--- src/rtl/mtr_pkg.sv ---
// Shared types and default tuning for the assist-motor sequencer.
package mtr_pkg;

  localparam int unsigned MagW  = 12;
  localparam int unsigned HallW = 3;

  localparam int unsigned     DefStep     = 16;
  localparam logic [MagW-1:0] DefStallMag = 12'h100;
  localparam int unsigned     DefStallPer = 1024;
  localparam int unsigned     DefBrkMin   = 8;

  typedef enum logic [2:0] {
    StIdle  = 3'd0,
    StRamp  = 3'd1,
    StRun   = 3'd2,
    StDecel = 3'd3,
    StBrake = 3'd4,
    StFault = 3'd5
  } mtr_state_e;

  // All-low or all-high hall vectors cannot occur on a healthy motor.
  function automatic logic hall_illegal(input logic [HallW-1:0] h);
    return (h == '0) || (h == '1);
  endfunction

endpackage

--- src/rtl/mag_slew.sv ---
// Moves a magnitude toward a target by at most one step; never overshoots or wraps.
module mag_slew
  import mtr_pkg::*;
(
  input  logic [MagW-1:0] cur,
  input  logic [MagW-1:0] tgt,
  input  logic [MagW-1:0] step,
  input  logic            en_step,
  output logic [MagW-1:0] next
);

  logic [MagW-1:0] diff;

  always_comb begin
    next = cur;
    diff = '0;
    if (en_step) begin
      if (tgt > cur) begin
        diff = tgt - cur;
        next = (diff > step) ? cur + step : tgt;
      end else if (tgt < cur) begin
        diff = cur - tgt;
        next = (diff > step) ? cur - step : tgt;
      end
    end
  end

endmodule

--- src/rtl/mtr_sequencer.sv ---
// Assist-motor sequencer: slew-limited ramp/decel, braking hold, stall and
// illegal-hall fault detection. All outputs are registered.
module mtr_sequencer
  import mtr_pkg::*;
#(
  parameter int unsigned     STEP      = DefStep,
  parameter logic [MagW-1:0] STALL_MAG = DefStallMag,
  parameter int unsigned     STALL_PER = DefStallPer,
  parameter int unsigned     BRK_MIN   = DefBrkMin
) (
  input  logic             clk,
  input  logic             rst,
  input  logic             en,
  input  logic             brake_req,
  input  logic [MagW-1:0]  target_mag,
  input  logic [HallW-1:0] hall_state,
  input  logic             PWM_synch,
  input  logic             clr_fault,
  output logic [MagW-1:0]  drv_mag,
  output logic             brake_n,
  output logic             fault,
  output logic [2:0]       state
);

  localparam int unsigned StallW = $clog2(STALL_PER + 1);
  localparam int unsigned BrkW   = $clog2(BRK_MIN + 1);

  localparam logic [StallW-1:0] StallLast = StallW'(STALL_PER - 1);
  localparam logic [BrkW-1:0]   BrkLim    = BrkW'(BRK_MIN);

  mtr_state_e        state_q, state_d;
  logic [MagW-1:0]   drv_mag_q, drv_mag_d;
  logic              brake_n_q, fault_q;
  logic [HallW-1:0]  hall_prev_q, hall_prev_d;
  logic              bad_hall_q, bad_hall_d;
  logic [StallW-1:0] stall_cnt_q, stall_cnt_d;
  logic [BrkW-1:0]   brk_cnt_q, brk_cnt_d;

  logic            run_like;
  logic            stall_armed;
  logic            hall_same;
  logic            stall_hit;
  logic            hall_hit;
  logic [BrkW-1:0] brk_inc;
  logic [MagW-1:0] slew_tgt;
  logic            slew_en;
  logic [MagW-1:0] slew_mag;

  assign run_like    = (state_q == StRamp) || (state_q == StRun);
  assign stall_armed = (state_q == StRun) && (drv_mag_q >= STALL_MAG);
  assign hall_same   = (hall_state == hall_prev_q);
  assign stall_hit   = stall_armed && PWM_synch && hall_same && (stall_cnt_q >= StallLast);
  assign hall_hit    = run_like && PWM_synch && hall_illegal(hall_state) && bad_hall_q;
  assign brk_inc     = (brk_cnt_q >= BrkLim) ? BrkLim : brk_cnt_q + BrkW'(PWM_synch);

  // Dropping en in RAMP/RUN starts the decel slew on the same PWM tick.
  assign slew_tgt = (en && run_like) ? target_mag : '0;
  assign slew_en  = PWM_synch && (run_like || (state_q == StDecel));

  mag_slew u_mag_slew (
    .cur     (drv_mag_q),
    .tgt     (slew_tgt),
    .step    (MagW'(STEP)),
    .en_step (slew_en),
    .next    (slew_mag)
  );

  always_comb begin
    state_d   = state_q;
    drv_mag_d = drv_mag_q;
    if (state_q == StFault) begin
      drv_mag_d = '0;
      if (clr_fault && !en) state_d = StIdle;
    end else if (stall_hit || hall_hit) begin
      state_d   = StFault;
      drv_mag_d = '0;
    end else if (brake_req) begin
      state_d   = StBrake;
      drv_mag_d = '0;
    end else begin
      case (state_q)
        StIdle: begin
          drv_mag_d = '0;
          if (en) state_d = StRamp;
        end
        StRamp, StRun: begin
          drv_mag_d = slew_mag;
          if (!en) begin
            state_d = StDecel;
          end else if ((state_q == StRamp) && (drv_mag_q == target_mag)) begin
            state_d = StRun;
          end
        end
        StDecel: begin
          drv_mag_d = slew_mag;
          if (en) begin
            state_d = StRamp;
          end else if (drv_mag_q == '0) begin
            state_d = StIdle;
          end
        end
        StBrake: begin
          drv_mag_d = '0;
          if (brk_inc >= BrkLim) state_d = StIdle;
        end
        default: begin
          state_d   = StIdle;
          drv_mag_d = '0;
        end
      endcase
    end
  end

  always_comb begin
    hall_prev_d = PWM_synch ? hall_state : hall_prev_q;

    bad_hall_d = 1'b0;
    if (run_like) bad_hall_d = PWM_synch ? hall_illegal(hall_state) : bad_hall_q;

    stall_cnt_d = '0;
    if (stall_armed) begin
      if (PWM_synch) begin
        stall_cnt_d = hall_same ? stall_cnt_q + 1'b1 : '0;
      end else begin
        stall_cnt_d = stall_cnt_q;
      end
    end

    // Counting restarts on every BRAKE entry because it only runs while in BRAKE.
    brk_cnt_d = (state_q == StBrake) ? brk_inc : '0;
  end

  always_ff @(posedge clk) begin
    if (rst) begin
      state_q     <= StIdle;
      drv_mag_q   <= '0;
      brake_n_q   <= 1'b1;
      fault_q     <= 1'b0;
      hall_prev_q <= '0;
      bad_hall_q  <= 1'b0;
      stall_cnt_q <= '0;
      brk_cnt_q   <= '0;
    end else begin
      state_q     <= state_d;
      drv_mag_q   <= drv_mag_d;
      brake_n_q   <= (state_d != StBrake);
      fault_q     <= (state_d == StFault);
      hall_prev_q <= hall_prev_d;
      bad_hall_q  <= bad_hall_d;
      stall_cnt_q <= stall_cnt_d;
      brk_cnt_q   <= brk_cnt_d;
    end
  end

  assign drv_mag = drv_mag_q;
  assign brake_n = brake_n_q;
  assign fault   = fault_q;
  assign state   = state_q;

endmodule

--- config.mk ---
export PLATFORM = sky130hd
export DESIGN_NAME = mtr_sequencer
export DESIGN_NICKNAME = d
export VERILOG_FILES = /design/src/rtl/mtr_pkg.sv /design/src/rtl/mag_slew.sv /design/src/rtl/mtr_sequencer.sv
export SDC_FILE = /design/constraint.sdc
export NUM_CORES = 1
export LEC_CHECK = 0
export ABC_AREA = 1
export BUFFER_PORTS_ARGS = -buffer_cell sky130_fd_sc_hd__buf_2
export CAP_MARGIN = 0
export CORE_MARGIN = 8
export CORE_UTILIZATION = 63
export CTS_CLUSTER_DIAMETER = 30
export DETAILED_ROUTE_END_ITERATION = 7
export PLACE_DENSITY_LB_ADDON = 0.15
export SLEW_MARGIN = 0
export SYNTH_ARGS = -nofsm -noshare
export SYNTH_HDL_FRONTEND = slang
export SYNTH_HIERARCHICAL = 1
export SYNTH_SLANG_ARGS = --single-unit
--- constraint.sdc ---
create_clock -name clk -period 4.9 [get_ports clk]
set_clock_uncertainty 0.2 [all_clocks]
set_input_delay 0.245 -clock clk [delete_from_list [all_inputs] [get_ports clk]]
set_output_delay 0.245 -clock clk [all_outputs]
set_load 0.1 [all_outputs]
==> run_results.csv, run 1 <==
group,metric,value,unit
timing,fin_crit,4.54,ns
timing,setup_viol,0,
floorplan,io_pins,38,
finish,drive_gt1_frac,0.102,
drt,drc,4,
critical_path,max_stage_delay,0.43,ns
clock_tree,cts_tree,"yes",
clock_tree,numCtsBuffers,5,
logic_synthesis,syn_inst,928,
logic_synthesis,yosys-top-cells-area,"nand2_1 17%, ha_1 16%, dfxtp_1 13%, inv_1 11%, nor2_1 6.3%",
timing,fin_crit_sh,0.927,
placed_design,port_buffers,37,
drt,drt_iter0_markers,686,
finish,seq_area,722,sq um
critical_path,slowest_stage,"dfxtp_1",
finish,nFillCells,802,
logic_synthesis,ys_seq_elements,36,
timing,rsz0062_at_grt,"false",
floorplan,dieWidth,110,microns
drt,wirelength,15400,microns
power,p_leak,3.21,nW
critical_path,crit_path_frequent_cell,"nand2_1",
critical_path,crit_arrival,4.57,ns
drt,num_vias,5786,
power,power.total,0.000878,W
grt,overflow,0,
critical_path,cp_max_fo,7,
floorplan,die_area,12000,sq um
logic_synthesis,yosys.area.top_type_share,0.172,
floorplan,num_rows,34,
critical_path,path_class,"flip-flop to flip-flop",
drt,firstDrtPassIters,8,
finish,area_growth,8.23,%
grt,track_usage,0.261,
clock_tree,clk_latency,0.29,ns
power,power.density,147,nW/um^2
placed_design,place_area,5810,sq um
power,ir_worst_vdd,0.000191,V
logic_synthesis,syn_area,5520,sq um
logic_synthesis,ys_types,44,
drt,wire_per_inst,14.1,microns
grt,grt_pass1_vias,5208,
logic_synthesis,synth_warnings,6,
clock_tree,htree_num_levels,2,
logic_synthesis,synth.yosys.seq_area_share,0.131,
timing,report.final.slew_viol_count,0,
finish,layout.nets,1079,
floorplan,die_h,110,microns
finish,final_cell_area,5970,sq um
run_status,failed_checks,"design-rule violations",
logic_synthesis,synth_enable_flop_cells,0,
finish,utilization,0.695,
grt,grt_pass1_wl,25000,microns
clock_tree,clock-sinks,36,
timing,timing.fmax,0.220,GHz
timing,worst_pin_slew,0.522,ns
finish,fin_cells,1092,
logic_synthesis,synth_area_leader_cell,"nand2_1",
run,maxCapViolations,0,
drt,ant_nets,0,
timing,hold_violations,0,
critical_path,cp.required,4.93,ns
placed_design,post-dp-hpwl,12400,microns
placed_design,gp_congestion,0.989,
logic_synthesis,synth_async_sr_flop_share,0,
finish,multi_input_area,4090,sq um
clock_tree,cts.clk_slew.worst_paths,0.08,ns
clock_tree,clk_path_buf_depth,2,
run_status,outcome,"finished with violations",
timing,fin_setup_tns,0,ns
clock_tree,clock-root-buffer,"clkbuf_8",
floorplan,core-area,8590,sq um
critical_path,cp-end-kind,"flip-flop",
timing,slew_headroom,0.650,
drt,viasPerCell,5.30,
worst_hold_path,hold_class,"input port to flip-flop",
logic_synthesis,avgSynthCellArea,5.95,sq um
placed_design,dp.cells,1079,
finish,antennaDiodeCount,0,
logic_synthesis,synthFlopType,"dfxtp_1",
grt,antenna_found_initial,0,
critical_path,startpoint_type,"flip-flop",
floorplan,start_util,0.642,
grt,grt_max_degree,16,
==> layout by cell type (no fill, tap or decap), types with 26 or more instances in the layout <==
cell / synthesis / final
inv_1: 168 / 167
nand3_1: 65 / 65
ha_1: 71 / 70
dfxtp_1: 36 / 35
conb_1: 2 / 26
a21oi_1: 59 / 58
nor2_1: 93 / 90
xor2_1: 30 / 30
buf_2: 10 / 37
nand2_1: 253 / 252
==> layer usage <==
| layer | share of wire | routed length, microns | global-route usage | vias to the layer above |
|---|---|---|---|---|
| met1 | 0.46 | 7090 | 0.356 | 2500 |
| li1 | - | - | - | 2985 |
| met2 | 0.43 | 6560 | 0.403 | 256 |
| met3 | 0.079 | 1220 | 0.0451 | 45 |
| met5 | 0 | 0 | 0 | - |
| met4 | 0.036 | 552 | 0.0974 | 0 |
==> where the power goes <==
group	total [W]	internal, W	switching, W
combinational	0.000360	0.000118	0.000242
clock	0.000218	0.0000993	0.000119
sequential	0.000300	0.000297	0.00000356
==> synthesized netlist by cell type, types with 5 or more instances <==
cell type and count:
a21o_1 5, a21oi_1 59, a21oi_2 5, a31oi_1 5
buf_2 10, buf_4 6, buf_6 5, dfxtp_1 36
ha_1 71, inv_1 168, inv_2 5, nand2_1 253
nand2_2 7, nand3_1 65, nand3_2 7, nand4_1 10
nor2_1 93, nor3_1 9, o21ai_0 21, o21ai_1 9
xnor2_1 13, xor2_1 30
==> logic make-up (layout without fill, tap and decap cells) <==
family                   Yosys count  after routing  share of synthesized area
XOR/XNOR                          43             43                     0.0683
AO/OA/AOI/OAI                    115            115                      0.121
other                              2             26                    0.00136
flip-flops                        36             36                      0.131
AND/OR/NAND/NOR                  458            458                      0.355
adder cells (fa/ha/maj)           75             75                      0.176
buffers and inverters            199            231                      0.149
==> critical path: cells and delay by family, from the launching register on <==
family          cells  cell delay, ns
buf+inv             6            0.52
simple gates       16            1.61
xor+xnor            1            0.15
fa+ha+maj           3            0.84
flops               1            0.43
compound gates      5            0.74
==> path summary, 6_finish.rpt <==
path | cells past startpoint | startpoint | slack, ns | endpoint
max | 31 | state[2]$_SDFF_PP0_ | 0.36 | drv_mag[4]$_SDFF_PP0_
min | 3 | hall_state[1] | 0.04 | hall_prev_q[1]$_SDFFE_PP0P_
max reg2reg | 31 | state[2]$_SDFF_PP0_ | 0.36 | drv_mag[4]$_SDFF_PP0_
min reg2reg | 2 | hall_prev_q[1]$_SDFFE_PP0P_ | 0.28 | hall_prev_q[1]$_SDFFE_PP0P_
==> sequential cells by signal (all words and copies together), names as in the netlist <==
| name | count |
|---|---|
| brk_cnt_q | 4 |
| fault | 1 |
| drv_mag | 12 |
| bad_hall_q | 1 |
| stall_cnt_q | 11 |
| hall_prev_q | 3 |
| brake_n | 1 |
| state | 3 |
==> layout make-up <==
class	count	share of cell area
Sequential cell	36	0.121
Multi-Input combinational cell	717	0.685
Clock buffer	5	0.0115
Tap cell	108	0.0226
Clock inverter	3	0.00314
Timing Repair Buffer	49	0.0465
Inverter	174	0.110
==> metrics by stage <==
step	hold WS, ns	setup WS (ns)
final	0.0358	0.358
after global routing	0.0249	0.00429
after CTS	0.0316	0.140
after detailed placement	0.257	0.168
after global placement	0.263	0.246
after floorplan	0.110	0.0731
==> timing repair <==
| action | 4_1_cts | 5_1_grt |
|---|---|---|
| hold endpoints to repair | 3 | 0 |
| resized for setup | 0 | 10 |
| setup endpoints to repair | 0 | 12 |
| setup buffers | 0 | 4 |
| hold buffers | 1 | 0 |
(Power assumes the default switching activity.)
==> run 2, diff against run 1 <==
--- a/config.mk
+++ b/config.mk
@@ -6,15 +6,16 @@
 export NUM_CORES = 1
 export LEC_CHECK = 0
 export ABC_AREA = 1
+export ABC_CLOCK_PERIOD_IN_PS = 4900
 export BUFFER_PORTS_ARGS = -buffer_cell sky130_fd_sc_hd__buf_2
 export CAP_MARGIN = 0
 export CORE_MARGIN = 8
-export CORE_UTILIZATION = 63
+export CORE_UTILIZATION = 61
 export CTS_CLUSTER_DIAMETER = 30
 export DETAILED_ROUTE_END_ITERATION = 7
+export HOLD_SLACK_MARGIN = 0.02
 export PLACE_DENSITY_LB_ADDON = 0.15
 export SLEW_MARGIN = 0
 export SYNTH_ARGS = -nofsm -noshare
 export SYNTH_HDL_FRONTEND = slang
-export SYNTH_HIERARCHICAL = 1
 export SYNTH_SLANG_ARGS = --single-unit
==> run_results.csv, run 2 <==
group,metric,value,unit
logic_synthesis,ys_top_cells_by_count,"206 x nand2_1, 106 x inv_1, 76 x nand3_1, 61 x nor2_1, 36 x dfxtp_1",
critical_path,cp-end-kind,"flip-flop",
timing,slew_headroom,0.529,
logic_synthesis,yosysMostFrequentCell,"nand2_1",
grt,grt_max_degree,15,
run,maxCapViolations,0,
run_status,outcome,"finished, final reports clean",
logic_synthesis,yosys-top-cells-area,"nand2_1 20%, dfxtp_1 19%, inv_1 10%, nand3_1 9.9%, ha_1 9.8%",
finish,drive_gt1_frac,0.105,
finish,layout_commonest_cell,"nand2_1",
power,power.total,0.000833,W
floorplan,io_pins,38,
grt,grt_pass1_vias,4186,
clock_tree,clock-sinks,36,
drt,ant_nets,0,
clock_tree,numCtsBuffers,5,
logic_synthesis,syn-num-nets,717,
timing,timing.hold.ws,0.0561,ns
placed_design,dp_slack,0.973,ns
grt,antenna_found_initial,0,
grt,grt_pass1_wl,19000,microns
worst_hold_path,hold_class,"input port to flip-flop",
logic_synthesis,ys_types,32,
placed_design,post-dp-hpwl,9220,microns
logic_synthesis,synth_enable_flop_cells,0,
logic_synthesis,synthFlopType,"dfxtp_1",
clock_tree,cts_resized,0,
finish,largest_reg_flops,12,
timing,hold_violations,0,
logic_synthesis,ys_seq_elements,36,
power,ir_worst_vdd,0.000169,V
clock_tree,clock-root-buffer,"clkbuf_8",
clock_tree,clk_latency,0.29,ns
clock_tree,htree_num_levels,2,
critical_path,startpoint_type,"flip-flop",
timing,setup_viol,0,
timing,fin_crit,3.97,ns
drt,firstDrtPassIters,5,
floorplan,die_h,95.4,microns
finish,utilization,0.680,
power,p_leak,2.32,nW
clock_tree,cts_tree,"yes",
drt,num_vias,4296,
logic_synthesis,synth_area_leader_cell,"nand2_1",
placed_design,gp_congestion,1.03,
clock_tree,cts.clk_slew.worst_paths,0.08,ns
timing,worst_pin_slew,0.702,ns
floorplan,dieWidth,95.4,microns
timing,report.final.slew_viol_count,0,
critical_path,crit_arrival,3.96,ns
logic_synthesis,synth.yosys.seq_area_share,0.188,
drt,wirelength,11300,microns
finish,antennaDiodeCount,0,
floorplan,start_util,0.619,
floorplan,num_rows,29,
drt,drc,0,
timing,fin_ws,0.927,ns
critical_path,reg2reg_slack,0.93,ns
clock_tree,cts_setup_buffers,0,
drt,viasPerCell,5.49,
finish,layout.nets,756,
finish,area_growth,9.73,%
timing,rsz0062_at_grt,"false",
logic_synthesis,syn_inst,665,
drt,drt_iter0_markers,272,
grt,overflow,0,
grt,track_usage,0.262,
timing,fin_setup_tns,0,ns
timing,fin_crit_sh,0.811,
logic_synthesis,synth_async_sr_flop_share,0,
logic_synthesis,avgSynthCellArea,5.78,sq um
finish,most-common-layout-cells,"206 x nand2_1, 106 x inv_1, 76 x nand3_1",
power,power.density,198,nW/um^2
logic_synthesis,synth_warnings,0,
floorplan,die_area,9100,sq um
logic_synthesis,yosys.area.top_type_share,0.201,
critical_path,cp.required,4.89,ns
clock_tree,cts_hold_buf,1,
drt,wire_per_inst,14.5,microns
placed_design,port_buffers,37,
floorplan,core-area,6200,sq um
critical_path,path_class,"flip-flop to flip-flop",
logic_synthesis,syn_area,3840,sq um
clock_tree,clk_path_buf_depth,2,
timing,timing.fmax,0.252,GHz
critical_path,cp_max_fo,9,
-- run 2: cell count changes after synthesis, moves of 10 or more --
| cell | previous run | this run |
|---|---|---|
| nand3_1 | 65 | 76 |
| ha_1 | 71 | 30 |
| a21oi_1 | 59 | 31 |
| nand2_1 | 253 | 206 |
| inv_1 | 168 | 106 |
| nand4_1 | 10 | 21 |
| nor3_1 | 9 | 19 |
| o21ai_0 | 21 | 8 |
| xor2_1 | 30 | 17 |
| nor2_1 | 93 | 61 |
-- run 2: metrics by stage --
stage / instances / cell area, sq um
2_1_floorplan: 665 / 3840
3_3_place_gp: 773 / 4100
3_5_place_dp: 773 / 4100
4_1_cts: 782 / 4220
5_1_grt: 782 / 4220
6_report: 782 / 4220
-- run 2: per-layer routing --
metal	GRT usage	up-vias	share of wire
met3	0.0402	40	0.047
met1	0.282	1940	0.40
met2	0.480	142	0.51
met4	0.145	0	0.046
met5	0	-	0
li1	-	2174	-
-- run 2: worst max-delay path, stage by stage, from the launching register on --
cell and delay, ns:
dfxtp_1 0.43, inv_1 0.10, nor3_1 0.20, inv_1 0.06
nand2_1 0.12, inv_1 0.08, nor2_2 0.27, inv_1 0.15
nor2_1 0.15, inv_1 0.07, ha_1 0.21, fa_1 0.40
inv_1 0.13, nand2_1 0.06, nand2_1 0.08, nand2_1 0.08
nand2_1 0.09, nand2_1 0.05, nand2_1 0.07, nand2_1 0.08
nor2_4 0.16, nand3_4 0.15, nand2_4 0.13, nand3_1 0.16
nor2_1 0.14, nor2_1 0.05
-- run 2: power breakdown --
| part | switching (W) | internal (W) | leakage (nW) | total (W) |
|---|---|---|---|---|
| logic | 0.000185 | 0.0000823 | 1.98 | 0.000268 |
| clock network | 0.000115 | 0.000151 | 0.0541 | 0.000265 |
| registers | 0.00000387 | 0.000297 | 0.291 | 0.000301 |
| total | 0.000304 | 0.000530 | 2.32 | 0.000833 |
-- run 2: cell families after synthesis --
group | after synthesis | share of synthesized area
AND/OR/NAND/NOR | 405 | 0.467
buffers and inverters | 121 | 0.120
AO/OA/AOI/OAI | 46 | 0.0638
flip-flops | 36 | 0.187
adder cells (fa/ha/maj) | 31 | 0.103
XOR/XNOR | 26 | 0.0592
-- run 2: final timing paths --
| path | start | to | depth (start not counted) |
|---|---|---|---|
| hold / removal | brake_req | state[1]$_SDFF_PP0_ | 4 |
| setup / recovery | state[1]$_SDFF_PP0_ | drv_mag[11]$_SDFFE_PP0P_ | 25 |
| setup reg to reg | state[1]$_SDFF_PP0_ | drv_mag[11]$_SDFFE_PP0P_ | 25 |
| hold reg to reg | brk_cnt_q[3]$_SDFF_PP0_ | brk_cnt_q[2]$_SDFF_PP0_ | 1 |
-- run 2: final cells by class --
class / count / area [sq um]
fill: 610 / 1990
inverter: 115 / 432
tap: 77 / 96.3
timing repair buffer: 38 / 195
clock inverter: 3 / 42.5
multi-input combinational: 508 / 2660
sequential: 36 / 721
clock buffer: 5 / 68.8
